File: src/rtl/uart_rx_sampler_if.sv
// Byte handshake between the oversampling UART receiver and its consumer.
// The receiver drives the byte and event pulses; the consumer drives rx_ready.
interface uart_rx_sampler_if;
    logic       rx_req;
    logic       rx_ready;
    logic [7:0] rx_data;
    logic       rx_overrun;
    logic       rx_frame_err;

    modport master (output rx_req, rx_data, rx_overrun, rx_frame_err, input rx_ready);
    modport slave  (input rx_req, rx_data, rx_overrun, rx_frame_err, output rx_ready);
endinterface

File: src/rtl/uart_rx_sampler.sv
// Oversampling 8N1 receiver with 3-sample majority vote per bit.
// Each byte is presented on a valid/ready pair, with overrun and framing-error pulses.
module uart_rx_sampler #(
    parameter int BAUD       = 115200,
    parameter int MAIN_CLK   = 50000000,
    parameter int OVERSAMPLE = 16
) (
    input  logic              clk,
    input  logic              reset,
    input  logic              uart_rx,
    uart_rx_sampler_if.master rx
);
    localparam int DIV = (MAIN_CLK + BAUD*OVERSAMPLE/2) / (BAUD*OVERSAMPLE);
    localparam int H   = OVERSAMPLE/2;
    localparam int DW  = (DIV > 1) ? $clog2(DIV) : 1;
    localparam int TW  = $clog2(OVERSAMPLE);

    typedef enum logic [2:0] {WAIT_HIGH, IDLE, START, DATA, STOP} state_t;

    state_t          state, state_n;
    logic            rx_s1, rxs, rxs_d;
    logic [DW-1:0]   dcnt;
    logic [TW-1:0]   tcnt, hcnt;
    logic            samp_a, samp_b;
    logic [7:0]      shift;
    logic [2:0]      bitcnt;
    logic            dec_done;
    logic            tick, decide, wrap, maj, fall;
    logic            restart, to_data, byte_done, frame_err;
    logic            accept;

    always_comb begin
        tick   = (dcnt == DW'(DIV-1));
        decide = tick && (tcnt == TW'(H+1));
        wrap   = tick && (tcnt == TW'(OVERSAMPLE-1));
        maj    = (samp_a & samp_b) | (samp_a & rxs) | (samp_b & rxs);
        fall   = rxs_d & ~rxs;
        accept = rx.rx_req & rx.rx_ready;
    end

    always_ff @(posedge clk) begin
        if (reset) state <= WAIT_HIGH;
        else       state <= state_n;
    end

    always_comb begin
        state_n   = state;
        restart   = 1'b0;
        to_data   = 1'b0;
        byte_done = 1'b0;
        frame_err = 1'b0;
        case (state)
            WAIT_HIGH: if (rxs && tick && hcnt == TW'(OVERSAMPLE-1)) state_n = IDLE;
            IDLE: if (fall) begin
                state_n = START;
                restart = 1'b1;
            end
            START: if (decide) begin
                state_n = maj ? IDLE : DATA;
                to_data = ~maj;
            end
            DATA: if (wrap && dec_done && bitcnt == 3'd7) state_n = STOP;
            STOP: if (decide) begin
                // A low stop bit usually means break or garbage: resync on a full idle bit.
                if (maj) begin
                    byte_done = 1'b1;
                    state_n   = IDLE;
                end else begin
                    frame_err = 1'b1;
                    state_n   = WAIT_HIGH;
                end
            end
            default: state_n = WAIT_HIGH;
        endcase
    end

    always_ff @(posedge clk) begin
        if (reset) begin
            rx_s1    <= 1'b1;
            rxs      <= 1'b1;
            rxs_d    <= 1'b1;
            dcnt     <= '0;
            tcnt     <= '0;
            hcnt     <= '0;
            samp_a   <= 1'b1;
            samp_b   <= 1'b1;
            shift    <= '0;
            bitcnt   <= '0;
            dec_done <= 1'b0;
        end else begin
            rx_s1 <= uart_rx;
            rxs   <= rx_s1;
            rxs_d <= rxs;
            if (restart) begin
                dcnt <= '0;
                tcnt <= '0;
            end else if (tick) begin
                dcnt <= '0;
                tcnt <= wrap ? '0 : tcnt + TW'(1);
            end else begin
                dcnt <= dcnt + DW'(1);
            end
            if (tick && tcnt == TW'(H-1)) samp_a <= rxs;
            if (tick && tcnt == TW'(H))   samp_b <= rxs;
            if (state != WAIT_HIGH || !rxs) hcnt <= '0;
            else if (tick)                  hcnt <= hcnt + TW'(1);
            // The start bit's own boundary falls inside DATA, so only count bits already decided.
            if (to_data) begin
                bitcnt   <= '0;
                dec_done <= 1'b0;
            end else if (state == DATA) begin
                if (decide) begin
                    shift[bitcnt] <= maj;
                    dec_done      <= 1'b1;
                end else if (wrap && dec_done) begin
                    bitcnt   <= bitcnt + 3'd1;
                    dec_done <= 1'b0;
                end
            end
        end
    end

    always_ff @(posedge clk) begin
        if (reset) begin
            rx.rx_req       <= 1'b0;
            rx.rx_data      <= 8'h00;
            rx.rx_overrun   <= 1'b0;
            rx.rx_frame_err <= 1'b0;
        end else begin
            rx.rx_overrun   <= 1'b0;
            rx.rx_frame_err <= frame_err;
            if (byte_done && (!rx.rx_req || accept)) begin
                rx.rx_req  <= 1'b1;
                rx.rx_data <= shift;
            end else begin
                if (accept)    rx.rx_req     <= 1'b0;
                if (byte_done) rx.rx_overrun <= 1'b1;
            end
        end
    end
endmodule

File: src/flat_wrapper.sv
// flat-port wrapper written by rule: the top's interface ports become plain ports
module uart_rx_sampler_flat 
#(
    parameter int BAUD       = 115200,
    parameter int MAIN_CLK   = 50000000,
    parameter int OVERSAMPLE = 16
)
  (clk, reset, uart_rx, rx_rx_req, rx_rx_data, rx_rx_overrun, rx_rx_frame_err, rx_rx_ready);
  uart_rx_sampler_if rx_i ();
  input  logic clk;
  input  logic reset;
  input  logic uart_rx;
  output wire logic [$bits(rx_i.rx_req)-1:0] rx_rx_req;
  output wire logic [$bits(rx_i.rx_data)-1:0] rx_rx_data;
  output wire logic [$bits(rx_i.rx_overrun)-1:0] rx_rx_overrun;
  output wire logic [$bits(rx_i.rx_frame_err)-1:0] rx_rx_frame_err;
  input wire logic [$bits(rx_i.rx_ready)-1:0] rx_rx_ready;
  assign rx_rx_req = rx_i.rx_req;
  assign rx_rx_data = rx_i.rx_data;
  assign rx_rx_overrun = rx_i.rx_overrun;
  assign rx_rx_frame_err = rx_i.rx_frame_err;
  assign rx_i.rx_ready = rx_rx_ready;
  uart_rx_sampler #(.BAUD(BAUD), .MAIN_CLK(MAIN_CLK), .OVERSAMPLE(OVERSAMPLE)) u_core (.clk(clk), .reset(reset), .uart_rx(uart_rx), .rx(rx_i));
endmodule
File: config.mk
export PLATFORM = sky130hd
export DESIGN_NAME = uart_rx_sampler_flat
export DESIGN_NICKNAME = d
export VERILOG_FILES = /design/src/rtl/uart_rx_sampler_if.sv /design/src/rtl/uart_rx_sampler.sv /design/src/flat_wrapper.sv
export SDC_FILE = /design/constraint.sdc
export NUM_CORES = 1
export LEC_CHECK = 0
export CORE_UTILIZATION = 35
export DETAILED_ROUTE_END_ITERATION = 6
export HOLD_SLACK_MARGIN = 0.02
export PLACE_DENSITY = 0.5
export SYNTH_ARGS = -nofsm -noshare
export SYNTH_HDL_FRONTEND = slang
export SYNTH_SLANG_ARGS = --single-unit
File: constraint.sdc
create_clock -name clk -period 1.9 [get_ports clk]
set_clock_uncertainty 0.05 [all_clocks]
set_input_delay 0.285 -clock clk [delete_from_list [all_inputs] [get_ports clk]]
set_output_delay 0.285 -clock clk [all_outputs]
set_load 0.005 [all_outputs]
---- Word level (Yosys, flattened, before mapping) ----
Index checks and enable logic that the tools add are counted.
W data, S select, Z words.
cells by class
  equal/unequal tests ..................... 16
  order comparisons ....................... 2
  bitwise logic cells ..................... 12
  reductions and logical operators ........ 28
  add/subtract/negate cells ............... 4
  mux-type cells .......................... 25
operator list
  operator               number
  $eq A4 B4 Y1 const B   4
  $mux W1                15
  $mux W3                5
  $pmux W3 S5            1
  $logic_and A1 B1 Y1    10
  $ne A2 B1 Y1 const B   5
  $add A4 B1 Y4 const B  2
  $bwmux W8              1
  $reduce_or A2 Y1       4
  $eq A3 B2 Y1 const B   2
  $eq A3 B3 Y1 const B   2
  $reduce_and A3 Y1      2
  $reduce_or A3 Y1       2
  $add A5 B1 Y5 const B  1
  $and A1 B1 Y1          5
  $eq A5 B5 Y1 const B   1
  $not A1 Y1             5
  $reduce_and A5 Y1      1
  $eq A4 B3 Y1 const B   1
  $lt A3 B4 Y1 const B   1
  $mux W4                1
  $reduce_bool A2 Y1     2
  $add A3 B1 Y3 const B  1
  $demux W1 S3           1
  other kinds (9)        12
storage, ports and cells
  input bits .............................. 4
  register bits after elaboration ......... 44
  word-level logic and storage cells ...... 103

---- Longest topological paths before layout ----
  depth in word-level cells ............... 8
  depth in mapped cells ................... 8
  mapped depth without buffers ............ 6

---- Least setup slack after synthesis ----
No wires, ideal clock.
  path type ............................... reg2reg
  from .................................... register u_core.tcnt[0]
  to ...................................... register u_core.shift[3]
  slack ................................... 0.098 ns
  required time ........................... 1.778 ns
  arrival ................................. 1.679 ns
  cell stages (with the launch flop) ...... 6
  cell sequence ........................... dfxtp_1 > ha_1 > nand3b_1 > or4_4 > nor3b_2 > mux2i_1
between the ends
  longest elaborated chain between the ends .. 6
ends and longest elaborated chain
  item                                  line                    source
  from (decl)                           uart_rx_sampler.sv:23   logic [TW-1:0] tcnt, hcnt;
  from (signal assigned)                uart_rx_sampler.sv:99   tcnt <= wrap ? '0 : tcnt + TW'(1);
  $eq A4 B4 Y1 *                        uart_rx_sampler.sv:34   decide = tick && (tcnt == TW'(H+1));
  $logic_and A1 B1 Y1 *                 uart_rx_sampler.sv:34
  $mux W1                               uart_rx_sampler.sv:58   START: if (decide) begin
  $mux W1                               uart_rx_sampler.sv:52   case (state)
  $not A1 Y1 (no source line)           --
  $reduce_and A3 Y1 (no source line) *  --
  to (signal, indexed assignment)       uart_rx_sampler.sv:113  shift[bitcnt] <= maj;
  to (decl)                             uart_rx_sampler.sv:25   logic [7:0] shift;
Every way passes the cells marked *; elsewhere a longest branch is shown, timed or not.
A chain may end at the register's enable or synchronous reset.

---- Final worst setup path ----
  from .................................... register u_core.tcnt[1]
  to ...................................... register u_core.shift[5]
Same word-level chain as after synthesis.

==> results_dict.tcl <==
set metrics [dict create \
    synth-compound-area-share 0.0692 \
    final_cells 310 \
    cp_max_fo 5 \
    max_stage_delay_ps 600 \
    critPathRequiredTime_ps 2080 \
    p_leak_uw 0.000949 \
    synth_top_family_by_area "simple AND/OR/NAND/NOR gates" \
    status "complete, no violations" \
    crit_buf_inv 1 \
    cap_violations 0 \
    startpoint "u_core.tcnt[1]" \
    reg2reg_depth 6 \
    final_core_util 0.447 \
    dieWidth_um 77.7 \
    rsz0062_at_grt "yes" \
    peakVddDrop_uv 375 \
    postSynth.asyncResetShare 0 \
    start_util 0.364 \
    drive_above_1_share 0.168 \
    crit_slowest_cell "or4_4" \
    antenna_found_initial 0 \
    cts.reportedPaths.clkPinSlew_ps 80 \
    vias 1510 \
    setup_violations 0 \
    fillers 536 \
    layout_commonest_cell "dfxtp_1" \
    critical_path_arrival_ps 2000 \
    cts_sinks 44 \
    synth_edf_count 0 \
    cts_hold_buffers 0 \
    clock_latency_ps 300 \
    fin_setup_tns_ps 0 \
    power.total_uw 1700 \
    drtPass1Iterations 4 \
    grt_pass1_wl_mm 7.00 \
    setup_ws_ps 77.5 \
    ff_latch_area_um2 886 \
    syn_nets 223 \
    yosys-mux-area-fraction 0.0998 \
    num_rows 27 \
    finalCriticalPeriod_ps 1820 \
    slew_violations 0 \
    ys_warn_count 0 \
    cts-buffers-inserted 5 \
    diodes 0 \
    synth_seq_cells 44 \
    clock_path_buffers 2 \
    cts_tree "yes" \
    synth_top_area_share 0.439 \
    root_buffer "clkbuf_8" \
    dp.cells 301 \
    critical_path_class "flop to flop" \
    wl_mm 3.97 \
    fin_crit_sh 0.959 \
    synthFlopType "dfxtp_1" \
    crit_family "simple AND/OR/NAND/NOR gates" \
    netlist_instances 211 \
    viasPerCell 4.87 \
    reg2reg_slack_ps 80 \
    r2r-end "u_core.shift[5]" \
    crit_path_end_kind "flop" \
    grt_max_degree 17 \
    ioPinCount 15 \
    syn2layout_area_growth_pct 22.8 \
    tightestPinTransition_ps 442 \
    synth-adder-area-share 0.0549 \
    synth_area_leader_cell "dfxtp_1" \
    r2r_start "u_core.tcnt[1]" \
    multiInputGateArea_mm2 0.00108 \
    post_synth.cell_area_avg_um2 9.51 \
    antenna_left 0 \
    place_ws_ps 64.5 \
    final_cell_mix "42 x dfxtp_1, 28 x nand2_1, 20 x mux2i_1" \
    ys_seq_area_frac 0.439 \
    hold_viol_final 0 \
    die_y_um 77.7 \
    grt_pass1_vias 1453 \
    slew_headroom 0.703 \
    wl_per_cell_um 12.8 \
    dp_hpwl_mm 2.77 \
    synth-simple-area-share 0.260 \
    cts_max_level 2 \
    synth_xor_area_frac 0.0349 \
    io_buffer_count 14 \
    start_kind "flop" \
    syn-cell-area_mm2 0.00201 \
    synth_area_leaders "dfxtp_1 44%, mux2i_1 10%, nand2_1 5.2%" \
    drc 0 \
    core_mm2 0.00551 \
    hold_class "flop to flop" \
    overflow 0 \
    critical_path_depth 6 \
    synthDistinctLibCells 43 \
    nets 249 \
    drtIter0Drc 61 \
    gr-usage-all-layers 0.152 \
    max_freq_mhz 549 \
    powerDensity_mw_per_mm2 690 \
    die_area_mm2 0.00604 \
    endpoint "u_core.shift[5]" \
    gp_congestion 0.781 \
    path_cells "inv_2, ha_4, nand3b_1, or4_4, nor3b_4, mux2i_1" \
]
## sequential cells by signal, indices dropped and copies added (netlist names)
register and flops:
u_core.bitcnt 3, u_core.rx.rx_overrun 1, u_core.rx_s1 1, u_core.rx.rx_data 8, u_core.rxs_d 1, u_core.shift 8, u_core.rx.rx_frame_err 1, u_core.hcnt 4
u_core.tcnt 4, u_core.rxs 1, u_core.rx.rx_req 1, u_core.state 3, u_core.dec_done 1, u_core.dcnt 5, u_core.samp_b 1, u_core.samp_a 1
## stage by stage
stage          hold WS (ps)  instance area, um^2
6_report                361                 2460
3_3_place_gp            343                 2300
2_1_floorplan           339                 2010
3_5_place_dp            342                 2300
5_1_grt                 386                 2460
4_1_cts                 362                 2410
## kinds of logic after synthesis
| logic type | count (synthesis) |
|---|---|
| compound gates | 19 |
| mux | 20 |
| flops | 44 |
| buf+inv | 19 |
| fa+ha+maj | 9 |
| simple gates | 92 |
| xor+xnor | 8 |
## final cells by class
type | count | area share
repair buffers | 29 | 0.108
clock buffers | 6 | 0.0295
multi-input cells | 148 | 0.439
clock inverters | 2 | 0.0142
flip-flops and latches | 44 | 0.360
inverters | 9 | 0.0137
well taps | 72 | 0.0366
## what timing repair did
item	in CTS	in global routing
endpoints found under the hold margin	0	0
resized for setup	0	12
endpoints found under the setup margin	0	11
buffers inserted	0	1
## worst register-to-register path: stages, from the launching register on
cell and delay [ps]:
dfxtp_4 360, inv_2 80, ha_4 130, nand3b_1 140
or4_4 600, nor3b_4 220, mux2i_1 190
## worst min-delay path by stage
stage | slack (ps) | startpoint | cells after the start | endpoint
2_1_floorplan | 340 | uart_rx | 1 | u_core.rx_s1
3_3_place_gp | 340 | u_core.rx_s1 | 1 | u_core.rxs
3_5_place_dp | 340 | u_core.rx_s1 | 1 | u_core.rxs
4_1_cts | 360 | u_core.rx_s1 | 1 | u_core.rxs
5_1_grt | 390 | u_core.rx_s1 | 1 | u_core.rxs
6_report | 360 | u_core.rx_s1 | 1 | u_core.rxs
## cell usage after synthesis, types with 2 or more instances
cell / instances
nand2b_1: 4
buf_2: 2
a221oi_1: 2
dfxtp_1: 44
mux2i_1: 20
xnor2_1: 3
clkbuf_1: 6
nor3_1: 4
nand3_1: 7
or2_2: 3
a21oi_1: 6
a41o_1: 2
nor4_1: 2
and4b_1: 3
xor2_1: 5
nor2_1: 19
nor2b_1: 2
nand4_1: 4
and3_1: 2
nand2_1: 28
inv_1: 9
ha_1: 8
nand3b_1: 4
nor3b_2: 2
a22oi_1: 2
## per-layer routing
layer / share of wire / global-route usage / up-vias / wire, um
met2: 0.43 / 0.225 / 26 / 1710
met5: 0 / 0 / - / 0
li1: - / - / 786 / -
met1: 0.52 / 0.204 / 694 / 2050
met3: 0.041 / 0.0494 / 4 / 163
met4: 0.013 / 0.0566 / 0 / 53
## where the power goes
group	total [uW]	internal (uW)	switching, uW
clock network	703	390	313
registers	937	929	7.79
logic	59.7	26.5	33.2
Power figures use the tool's default switching activity.
